`config.mk`:
```
export PLATFORM = sky130hd
export DESIGN_NAME = i2c_scl_gen
export DESIGN_NICKNAME = d
export VERILOG_FILES = /design/src/rtl/i2c_pkg.sv /design/src/rtl/sync_2ff.sv /design/src/rtl/i2c_scl_gen.sv
export SDC_FILE = /design/constraint.sdc
export NUM_CORES = 1
export LEC_CHECK = 0
export BUFFER_PORTS_ARGS = -buffer_cell sky130_fd_sc_hd__buf_2
export CELL_PAD_IN_SITES_DETAIL_PLACEMENT = 1
export CELL_PAD_IN_SITES_GLOBAL_PLACEMENT = 2
export CORE_MARGIN = 5
export CORE_UTILIZATION = 38
export DETAILED_ROUTE_END_ITERATION = 6
export PLACE_DENSITY = 0.89
export SLEW_MARGIN = 10
export SYNTH_ARGS = -nofsm -noshare
export SYNTH_HDL_FRONTEND = slang
export SYNTH_SLANG_ARGS = --single-unit
```
`constraint.sdc`:
```
create_clock -name CLK -period 3 [get_ports CLK]
set_clock_uncertainty 0.05 [all_clocks]
set_input_delay 0.15 -clock CLK [delete_from_list [all_inputs] [get_ports CLK]]
set_output_delay 0.15 -clock CLK [all_outputs]
set_load 0.05 [all_outputs]
```
`src/rtl/i2c_pkg.sv`:
```
// Shared types and default timing for the I2C SCL generator.
// FSM state encoding plus default phase and timeout lengths.
package i2c_pkg;

  typedef enum logic [1:0] {
    IDLE      = 2'd0,
    LOW       = 2'd1,
    WAIT_HIGH = 2'd2,
    HIGH      = 2'd3
  } scl_state_e;

  localparam int I2C_LOW_CNT  = 250;
  localparam int I2C_HIGH_CNT = 141;
  localparam int I2C_TIMEOUT  = 65535;

  function automatic int max2(input int a, input int b);
    return (a > b) ? a : b;
  endfunction

endpackage

```
`src/rtl/sync_2ff.sv`:
```
// Two-flop synchroniser with a parameterised reset value.
// Ports: CLK, RST_N (async low), d (async in), q (synced out).
module sync_2ff #(
  parameter int               WIDTH   = 1,
  parameter logic [WIDTH-1:0] RST_VAL = '1
) (
  input  logic             CLK,
  input  logic             RST_N,
  input  logic [WIDTH-1:0] d,
  output logic [WIDTH-1:0] q
);

  logic [WIDTH-1:0] meta;

  always_ff @(posedge CLK or negedge RST_N) begin
    if (!RST_N) begin
      meta <= RST_VAL;
      q    <= RST_VAL;
    end else begin
      meta <= d;
      q    <= meta;
    end
  end

endmodule

```
`src/rtl/i2c_scl_gen.sv`:
```
// I2C SCL generator: programmable low/high phases, clock stretching
// with timeout, wired-AND synchronisation and phase ticks.
// Ports: CLK, RST_N, en (run request), scl_i (pin readback),
// scl_t (1 = release), busy, fall_tick, sample_tick, stretch,
// sync_lost, timeout. All outputs are registered.
module i2c_scl_gen
  import i2c_pkg::*;
#(
  parameter int          LOW_CNT     = I2C_LOW_CNT,
  parameter int          HIGH_CNT    = I2C_HIGH_CNT,
  parameter int          CNT_W       = 9,
  parameter int unsigned TIMEOUT_CNT = I2C_TIMEOUT,
  parameter int          TO_W        = 16
) (
  input  logic CLK,
  input  logic RST_N,
  input  logic en,
  input  logic scl_i,
  output logic scl_t,
  output logic busy,
  output logic fall_tick,
  output logic sample_tick,
  output logic stretch,
  output logic sync_lost,
  output logic timeout
);

  localparam logic [CNT_W-1:0] LOW_LAST  = CNT_W'(LOW_CNT - 1);
  localparam logic [CNT_W-1:0] HIGH_LAST = CNT_W'(HIGH_CNT - 1);
  localparam logic [CNT_W-1:0] SAMPLE_AT = CNT_W'(HIGH_CNT / 2);
  localparam logic [CNT_W-1:0] CNT_ONE   = CNT_W'(1);
  localparam logic [TO_W-1:0]  TO_LAST   = TO_W'(TIMEOUT_CNT - 1);

  if (LOW_CNT < 4) begin : g_low_chk
    $error("LOW_CNT must be at least 4");
  end
  if (HIGH_CNT < 4) begin : g_high_chk
    $error("HIGH_CNT must be at least 4");
  end
  if (CNT_W < $clog2(max2(LOW_CNT, HIGH_CNT))) begin : g_cnt_chk
    $error("CNT_W too narrow for phase lengths");
  end
  if (TIMEOUT_CNT < 2) begin : g_to_chk
    $error("TIMEOUT_CNT must be at least 2");
  end
  if (TO_W < $clog2(TIMEOUT_CNT)) begin : g_tow_chk
    $error("TO_W too narrow for TIMEOUT_CNT");
  end

  logic scl_s;

  sync_2ff #(
    .WIDTH   (1),
    .RST_VAL (1'b1)
  ) u_sync (
    .CLK   (CLK),
    .RST_N (RST_N),
    .d     (scl_i),
    .q     (scl_s)
  );

  scl_state_e       state, state_n;
  logic [CNT_W-1:0] cnt, cnt_n;
  logic [TO_W-1:0]  to_cnt, to_n;
  logic             sync_lost_n;
  logic             timeout_n;

  // The WAIT_HIGH cycle that first sees scl_s high is count 0
  // of the high phase, so HIGH is entered at count 1.
  always_comb begin
    state_n     = state;
    cnt_n       = cnt;
    to_n        = to_cnt;
    sync_lost_n = 1'b0;
    timeout_n   = 1'b0;
    unique case (state)
      IDLE: begin
        cnt_n = '0;
        to_n  = '0;
        if (en) begin
          state_n = LOW;
        end
      end
      LOW: begin
        if (cnt == LOW_LAST) begin
          state_n = WAIT_HIGH;
          cnt_n   = '0;
          to_n    = '0;
        end else begin
          cnt_n = cnt + 1'b1;
        end
      end
      WAIT_HIGH: begin
        if (scl_s) begin
          state_n = HIGH;
          cnt_n   = CNT_ONE;
          to_n    = '0;
        end else if (to_cnt == TO_LAST) begin
          state_n   = IDLE;
          timeout_n = 1'b1;
          to_n      = '0;
        end else begin
          to_n = to_cnt + 1'b1;
        end
      end
      HIGH: begin
        // External pull-low beats end-of-phase handling.
        if (!scl_s) begin
          state_n     = LOW;
          cnt_n       = '0;
          sync_lost_n = 1'b1;
        end else if (cnt == HIGH_LAST) begin
          state_n = en ? LOW : IDLE;
          cnt_n   = '0;
        end else begin
          cnt_n = cnt + 1'b1;
        end
      end
      default: begin
        state_n = IDLE;
        cnt_n   = '0;
        to_n    = '0;
      end
    endcase
  end

  always_ff @(posedge CLK or negedge RST_N) begin
    if (!RST_N) begin
      state  <= IDLE;
      cnt    <= '0;
      to_cnt <= '0;
    end else begin
      state  <= state_n;
      cnt    <= cnt_n;
      to_cnt <= to_n;
    end
  end

  // Outputs are decoded from the next state so each one lines up
  // with the state it describes while still coming from a flop.
  always_ff @(posedge CLK or negedge RST_N) begin
    if (!RST_N) begin
      scl_t       <= 1'b1;
      busy        <= 1'b0;
      fall_tick   <= 1'b0;
      sample_tick <= 1'b0;
      stretch     <= 1'b0;
      sync_lost   <= 1'b0;
      timeout     <= 1'b0;
    end else begin
      scl_t       <= (state_n != LOW);
      busy        <= (state_n != IDLE);
      fall_tick   <= (state_n == LOW) && (state != LOW);
      sample_tick <= (state_n == HIGH) && (cnt_n == SAMPLE_AT);
      stretch     <= (state_n == WAIT_HIGH);
      sync_lost   <= sync_lost_n;
      timeout     <= timeout_n;
    end
  end

endmodule
```
==> out/results.txt, run 1 <==
The flow ran to the end, and the final reports show no timing, DRC or antenna violations. Cell type with the highest aggregate area in the netlist: sky130_fd_sc_hd__dfrtp_1. Entering global routing, the biggest net connects 37 pins. Master cell of the clock root buffer: sky130_fd_sc_hd__clkbuf_8. DRC marker count from the first detailed-route iteration: 52. Worst hold margin: 0.311 ns.

The classification of the worst-slack hold path is reg -> reg. For the pin with the worst max-slew slack, the measured transition is 1.11 ns. For this block, wires on met1 add up to 2160 µm. The number of global-route vias before repair was 1669; the wire length per cell was 15.6 µm. For the total number of nets in the final design, the log shows 238.

Number of placement rows: 26. The number of buffer and inverter instances along the worst setup path was 1. From synthesis to final layout, the design area changed by 13.6%.

For this design, the slowest cell found on the critical path is sky130_fd_sc_hd__or4_4. The delay of the slowest cell on the worst path is 0.48 ns. The number of buffers added on ports works out to 10. From bottom edge to top edge, the die measures 81.6 µm. The clock period could shrink to 2.62 ns. Synthesis produced 212 cells. 11 I/O pins were placed. Buffers added to address setup during post-CTS repair amount to 0. The top metal layer carrying routed signals was met4.

The final setup TNS was 0 ns. Buffers inserted during clock tree synthesis total 5. The detail-routed via count per cell was 5.46. The first-pass iteration count of the detailed router is 4. By area the synthesized netlist is led by sky130_fd_sc_hd__dfrtp_1 42%, sky130_fd_sc_hd__o21ai_0 7.7%, sky130_fd_sc_hd__nand2_1 4.4%.

In the routed design, unresolved DRC markers number 0. The total power density per cell area came out at 735 nW/µm². The largest voltage drop on the vdd net was 0.323 mV. TritonCTS built the clock tree. The tree built by TritonCTS fans out to 36 sinks. Static timing analysis puts the maximum clock frequency at 0.381 GHz. The commonest cells after synthesis are 33 x sky130_fd_sc_hd__dfrtp_1, 30 x sky130_fd_sc_hd__o21ai_0, 23 x sky130_fd_sc_hd__nand2_1.

Among all flip-flop cells after synthesis, the most frequent one is sky130_fd_sc_hd__dfrtp_1. The floorplan step defined a die boundary enclosing 6660 µm². The required time of the critical path was 3.16 ns.

The number of antenna violations at the first check in global routing was 0. Synthesis produced a netlist with a net count of 221. The share of synthesized flip-flops with an asynchronous set or reset works out to 100%.

Die extent in x: 81.6 µm. Setup repair after global routing left no endpoint under its margin. The signal on the critical path passes through inv_1, ha_1, nand4bb_1, o41ai_4, and2_1, o21ai_2, or4_4, nor4b_2. The critical path endpoint category was a flip-flop. The final route contains 1638 vias. The count of nets left with antenna violations after detail routing was 0; the count of H-tree levels built during CTS was 2.

The dominant cell by count in the synthesized netlist was sky130_fd_sc_hd__dfrtp_1. The area of all placed cells without fillers is 2210 µm², and the routed wire length on met3 is 70 µm. The worst setup path is launched from a flip-flop. The share of synthesized area occupied by flip-flops and latches was 46.4%. The synthesized design contains 36 register bits. The fraction of layout instances using a drive strength above 1 is 14.3%, and the count of pins over their slew limit is 0.

The highest fanout seen on the critical path is 10. After detailed routing, the total wire length is 4670 µm. In this run, synthesis inferred 0 flip-flops with an integrated enable. Summing every instance area after synthesis gives 1950 µm². The clock reaches the later pin of the worst-skew pair after 0.29 ns. The number of antenna diodes in the final layout is 0. During synthesis, Yosys emitted a total of 0 warnings. The region available for standard cell placement spans 5040 µm².

The average instance in the mapped netlist occupies 9.19 µm². Measured against its own limit, the worst slew margin works out to 26.0%. Detailed placement ended at an HPWL of 3380 µm. Once the floorplan was initialized, standard cells occupied 38.6% of the core. Summed over all cells, the static leakage comes to 0.911 nW. The global-route wire length before repair was 8070 µm.

The critical path is of the reg -> reg type. For the total routing usage reported by global routing, the log shows 15.9%. The tools report the number of distinct standard cells referenced by the synthesized netlist as 44.

Summing all placed instances gives a cell area of 2080 µm². The cell family contributing the most delay on the critical path is simple AND/OR/NAND/NOR gates. The final number of hold-violating endpoints came out at 0.

The number of violations of the max-capacitance limit came out at 0. After clock tree synthesis, the clock-pin slew on the worst setup and hold paths is 0.08 ns. The longest clock path from root to sink contains 2 buffers. Detailed routing placed a total of 2370 µm of wire on met2.

The fraction of synthesized cell area taken by the top area cell type is 42.4%, and the count of endpoints failing setup in the final report is 0. For the data arrival time of the critical path, the log shows 2.78 ns. For the placer's final routability congestion estimate, the log shows 0.876. For this run the aggregate overflow at the end of global routing stands at 0. The part of the cycle the worst path needs works out to 87.4%.
cell families after synthesis:
group / count (synthesis) / synth area share [%]
AND/OR/NAND/NOR: 86 / 22.7
AO/OA/AOI/OAI: 63 / 21.3
flip-flops: 36 / 46.4
buffers and inverters: 16 / 3.66
XOR/XNOR: 6 / 2.70
adder cells (fa/ha/maj): 5 / 3.21
metal layers:
| metal | global-route usage, % | vias to the layer above |
|---|---|---|
| li1 | - | 798 |
| met1 | 19.7 | 824 |
| met2 | 27.3 | 10 |
| met3 | 2.63 | 6 |
| met4 | 6.98 | 0 |
| met5 | 0 | - |
worst reg2reg max path: stages (launching register included):
cell	delay, ns
sky130_fd_sc_hd__dfrtp_1	0.47
sky130_fd_sc_hd__inv_1	0.11
sky130_fd_sc_hd__ha_1	0.15
sky130_fd_sc_hd__nand4bb_1	0.17
sky130_fd_sc_hd__o41ai_4	0.30
sky130_fd_sc_hd__and2_1	0.43
sky130_fd_sc_hd__o21ai_2	0.12
sky130_fd_sc_hd__or4_4	0.48
sky130_fd_sc_hd__nor4b_2	0.27
what timing repair did:
item	in CTS	in global routing
endpoints found under the hold margin	34	0
setup endpoints to repair	0	0
hold buffers	2	0
gates resized for setup	0	0
registers in the layout, summed over array words and instances (netlist names):
| name | flops |
|---|---|
| sample_tick | 1 |
| cnt | 9 |
| to_cnt | 16 |
| fall_tick | 1 |
| busy | 1 |
| sync_lost | 1 |
| stretch | 1 |
| u_sync.meta | 1 |
| u_sync.q | 1 |
| scl_t | 1 |
| timeout | 1 |
| state | 2 |
where the power goes:
part	switching [mW]	leakage, nW	internal [mW]
sequential	0.0846	0.478	0.554
clock	0.182	0.0541	0.246
combinational	0.381	0.379	0.179
total	0.648	0.911	0.979
per-stage QoR:
stage | std cells | setup WS [ns] | power (mW) | util, %
after floorplan | 212 | 0.691 | 1.05 | -
after global placement | 290 | 0.467 | 1.19 | 41.3
after detailed placement | 290 | 0.389 | 1.21 | 41.3
after CTS | 300 | 0.365 | 1.65 | 43.9
after global routing | 300 | 0.218 | 1.74 | 43.9
final | 300 | 0.378 | 1.63 | 43.9
cells in the final DEF, fill, tap and decap left out, drive strengths merged, types with 5 or more instances in the layout:
master and n:
nand2 24, dfrtp 33, nand3 13, inv 10, ha 5, xor2 5, nor2 22, a21oi 9
buf 14, clkbuf 5, o21ai 31, o31ai 5
final cells by class:
class / instances / area (µm²)
fill: 594 / 2830
tap: 70 / 87.6
timing repair buffer: 16 / 100
inverter: 10 / 37.5
clock inverter: 3 / 42.5
multi-input combinational: 160 / 972
sequential: 36 / 905
clock buffer: 5 / 68.8
final timing paths:
check	startpoint	to	slack (ns)	depth (start not counted)
max	cnt[0]$_DFF_PN0_	sample_tick$_DFF_PN0_	0.38	8
min reg2reg	u_sync.meta$_DFF_PN1_	u_sync.q$_DFF_PN1_	0.31	0
max in group asynchronous	RST_N	fall_tick$_DFF_PN0_	1.95	2
max reg2reg	cnt[0]$_DFF_PN0_	sample_tick$_DFF_PN0_	0.38	8
min in group asynchronous	RST_N	cnt[5]$_DFF_PN0_	0.44	2
min	u_sync.meta$_DFF_PN1_	u_sync.q$_DFF_PN1_	0.31	0
Power figures use the tool's default switching activity.
==> run 2, diff against run 1 <==
--- a/config.mk
+++ b/config.mk
@@ -5,11 +5,12 @@
 export SDC_FILE = /design/constraint.sdc
 export NUM_CORES = 1
 export LEC_CHECK = 0
+export ABC_AREA = 1
 export BUFFER_PORTS_ARGS = -buffer_cell sky130_fd_sc_hd__buf_2
 export CELL_PAD_IN_SITES_DETAIL_PLACEMENT = 1
 export CELL_PAD_IN_SITES_GLOBAL_PLACEMENT = 2
 export CORE_MARGIN = 5
-export CORE_UTILIZATION = 38
+export CORE_UTILIZATION = 36
 export DETAILED_ROUTE_END_ITERATION = 6
 export PLACE_DENSITY = 0.89
 export SLEW_MARGIN = 10
==> run 2 against run 1 <==
Effect of this change:
- clock power fell by 20%
- synthesized cell count increased by 28%
- via count increased by 8.3%
- routed wire length grew 9.1%
- critical path depth rose by 1
==> out/results.txt, run 2 <==
The flow ran to the end, and the final reports show no timing, DRC or antenna violations. The leakage power of the design is 1.11 nW (+22%), and the worst hold margin is 0.109 ns (-0.202 ns). The number of instances in the synthesized netlist is 272 (+28%). For the filler cell count in the final layout, the log shows 757 (+27%). The area of all placed cells without fillers is 2380 µm² (+7.5%). The startpoint of the most critical register-to-register path is cnt[1]$_DFF_PN0_. The run gives 7630 µm² (+15%) as the area enclosed by the die boundary. The data arrival time of the critical path is 2.05 ns (-0.73 ns), and the fraction of layout instances using a drive strength above 1 is 20.8% (+6.4 points). Share of total power in the clock network: 40.6% (+14 points). The run gives 0.29 ns (about the same) as the later-pin clock latency in the skew report. The mapped cell area was 2150 µm² (+11%). For the worst relative slew slack, the log shows 45.8% (+20 points). The largest voltage drop on the vdd net is 0.133 mV (-59%), and the TritonCTS buffer count is 5 (unchanged). The die height works out to 87.4 µm (+7.1%).

The tools report the count of endpoints failing setup in the final report as 0 (unchanged). The total routing usage reported by global routing is 14.8% (-1.1 points). The share of power burned in combinational logic was 1.7% (-33 points); the overall via count from detail_route was 1774 (+8.3%). The global-route wire length before repair was 8860 µm (+9.7%); the count of nets left with antenna violations after detail routing was 0 (unchanged). The dominant cell by count in the synthesized netlist was sky130_fd_sc_hd__nand2_1. Placer's final routability congestion estimate: 0.755 (-14%).

The worst-case clock buffer depth is 2 (unchanged), and the number of warning messages in the yosys log is 0 (unchanged). The switching portion of total power works out to 23.0% (-17 points). The critical path endpoint category was a flip-flop. The number of antenna violations at the first check in global routing came out at 0 (unchanged). The share of power burned in registers came out at 57.7% (+18 points). Count of placed standard cells including taps: 354 (+22%). The footprint of the flip-flops and latches came out at 905 µm² (unchanged). Setup repair after global routing left no endpoint under its margin. The classification of the worst-slack hold path was in -> reg. For the count of cells resized by post-cts repair, the log shows 0 (unchanged).

Sorting the synthesized cells by how often they occur yields 72 x sky130_fd_sc_hd__nand2_1, 36 x sky130_fd_sc_hd__inv_1, 33 x sky130_fd_sc_hd__dfrtp_1. Critical path endpoint: to_cnt[7]$_DFFE_PN0P_. The total number of nets in the final design is 297 (+25%), and the core area is 5890 µm² (+17%). Highest fanout seen on the critical path: 12 (+2). The fraction of synthesized cell area taken by the top area cell type is 38.3% (-4.1 points), and the clock transition at the register clock pins on the worst setup and hold paths after CTS is 0.08 ns (about the same). The logs give 56 (+7.7%) for the DRC marker count from the first detailed-route iteration and 281 (+27%) for the synthesized net count. The minimum clock period after layout was 1.94 ns (-0.681 ns). The logs give 4 (unchanged) for the first-pass iteration count of the detailed router and 36.6% (-2.0 points) for the effective utilization at floorplan.

The number of flip-flops in the largest register is 16 (unchanged), and the number of antenna cells inserted is 0 (unchanged). The library cells used most frequently in the layout, excluding fill and tap cells, are 72 x sky130_fd_sc_hd__nand2_1, 36 x sky130_fd_sc_hd__inv_1, 33 x sky130_fd_sc_hd__dfrtp_1. The achievable clock frequency is 0.515 GHz (+35%), and the actual slew at the worst max-slew pin is 0.814 ns (-0.294 ns).

Yosys attributes the largest share of cell area to sky130_fd_sc_hd__dfrtp_1 38%, sky130_fd_sc_hd__nand2_1 13%, sky130_fd_sc_hd__inv_1 6.3%. The tools report the cell area reported after detailed placement as 2270 µm² (+9.1%). The logs give 3790 µm (+12%) for the final HPWL from detailed placement and 1.06 ns (+0.68 ns) for the internal reg-to-reg setup slack. The total power density per cell area was 356 nW/µm² (-52%); the total routed wirelength was 5090 µm (+9.1%). The final setup TNS is 0 ns (unchanged). The detail-routed via count per cell came out at 4.87 (-11%). In this run the worst setup path begins at cnt[1]$_DFF_PN0_.

The start-to-end type of the worst setup path was reg -> reg. Among all flip-flop cells after synthesis, the most frequent one is sky130_fd_sc_hd__dfrtp_1. The largest registers in the layout are to_cnt (16), cnt (9), state (2). The number of synthesized register bits was 36 (unchanged). The tools report the end-of-flow core utilization as 40.4% (-3.5 points).

CTS sink count: 36 (unchanged). Cell type with the highest aggregate area in the netlist: sky130_fd_sc_hd__dfrtp_1. The area growth from synthesis to layout is 10.5%.

The tools report the count of pins over their slew limit as 0 (unchanged). For the number of distinct standard cells referenced by the synthesized netlist, the log shows 41 (-6.8%). The run gives 3.11 ns (-0.05 ns) as the required time of the critical path.

The design internal power is 0.652 mW (-33%). TritonCTS built the clock tree. Category of the worst setup path launch point: a flip-flop. The total overflow reported by the global router was 0 (unchanged); the number of buffers added on ports was 10 (unchanged). The number of placement rows was 28 (+7.7%).

The library cell used most frequently in the layout, excluding fill and tap cells, is sky130_fd_sc_hd__nand2_1. The count of H-tree levels built during CTS was 2 (unchanged); the maximum number of pins on one net before global-route repair was 37 (unchanged). Share of synthesized flip-flops with an asynchronous set or reset: 100% (unchanged). The multi-input gate area in the final layout is 1070 µm² (+10%).

The mean instance size in the synthesized netlist was 7.92 µm² (-14%); the depth of the worst hold-timing path was 3 (+3). The number of synthesized flops with an enable pin works out to 0 (unchanged). to_cnt holds more flip-flops than any other register. Wire length per cell: 14.0 µm (-10%). The run gives 11 (unchanged) as the top-level port count.

For the detailed-route DRC error count, the log shows 0 (unchanged). The part of the cycle the worst path needs is 64.7% (-23 points), and the die extent in x is 87.4 µm (+7.1%). For the total net switching power, the log shows 0.195 mW (-70%).

The run gives 1934 (+16%) as the number of global-route vias before repair. The endpoint identified for the worst register-to-register timing path is to_cnt[7]$_DFFE_PN0P_. The number of violations of the max-capacitance limit is 0 (unchanged), and the final number of hold-violating endpoints is 0 (unchanged). The worst reg-to-reg path cell count came out at 9 (+1). The master cell of the clock root buffer is sky130_fd_sc_hd__clkbuf_8.

The run gives 42.0% (-4.4 points) as the share of synthesized area occupied by flip-flops and latches. For the final standard cell count with taps included and fillers excluded, the log shows 364 (+21%).
## run 2: metrics by stage
step                setup slack, ns  power [mW]
floorplan                      1.42       0.499
global placement               1.18       0.511
detailed placement             1.06       0.511
CTS                            1.03       0.862
global route                  0.897       0.887
finish                         1.06       0.847
## run 2: kinds of logic after synthesis
kind of cell	count (synthesis)	synth area share [%]
adders and majority gates	5	2.90
and+or+nand+nor	147	33.6
DFF	36	42.0
AOI/OAI and AO/OA	34	10.7
buffers and inverters	44	8.36
xor gates and xnor gates	6	2.44
## run 2: repair_timing
| item | CTS | global route |
|---|---|---|
| buffers inserted | 0 | 0 |
| hold buffers | 2 | 0 |
| hold endpoints to repair | 34 | 0 |
## run 2: area by class of cell
class	instances	share of cell area, %
well taps	75	3.94
flip-flops and latches	36	38.0
multi-input cells	192	45.0
clock inverters	3	0.789
clock buffers	5	2.89
repair buffers	12	2.94
inverters	41	6.47
## run 2: how the worst min path moves through the flow
stage	from	to	slack (ns)
after floorplan	RST_N	busy$_DFF_PN0_	-0.20
after global placement	scl_i	u_sync.meta$_DFF_PN1_	0.21
after detailed placement	scl_i	u_sync.meta$_DFF_PN1_	0.21
after CTS	en	state[0]$_DFF_PN0_	0.11
after global routing	en	state[0]$_DFF_PN0_	0.13
final	en	state[0]$_DFF_PN0_	0.11
## run 2: power groups by stage
stage	clock network, mW	logic (mW)	registers, mW
2_1_floorplan	0	0.000873	0.498
3_3_place_gp	0	0.0133	0.498
3_5_place_dp	0	0.0134	0.498
4_1_cts	0.358	0.0157	0.489
5_1_grt	0.381	0.0175	0.489
6_report	0.344	0.0144	0.489
## run 2: layer usage
layer	vias to the layer above	GRT usage, %	part of all wire [%]	wire length [µm]
li1	893	-	-	-
met1	855	17.5	46	2370
met2	20	27.0	50	2540
met3	6	2.84	2.5	126
met4	0	4.18	1.1	57
met5	-	0	0	0
## run 2: critical path, cell delays in order (launching register included)
cell and delay [ns]:
sky130_fd_sc_hd__dfrtp_1 0.40, sky130_fd_sc_hd__inv_1 0.13, sky130_fd_sc_hd__ha_1 0.18, sky130_fd_sc_hd__nand2_1 0.07
sky130_fd_sc_hd__nor2_2 0.15, sky130_fd_sc_hd__nand2_2 0.07, sky130_fd_sc_hd__nand2_4 0.08, sky130_fd_sc_hd__nand2_1 0.28
sky130_fd_sc_hd__inv_1 0.28, sky130_fd_sc_hd__o22ai_1 0.11
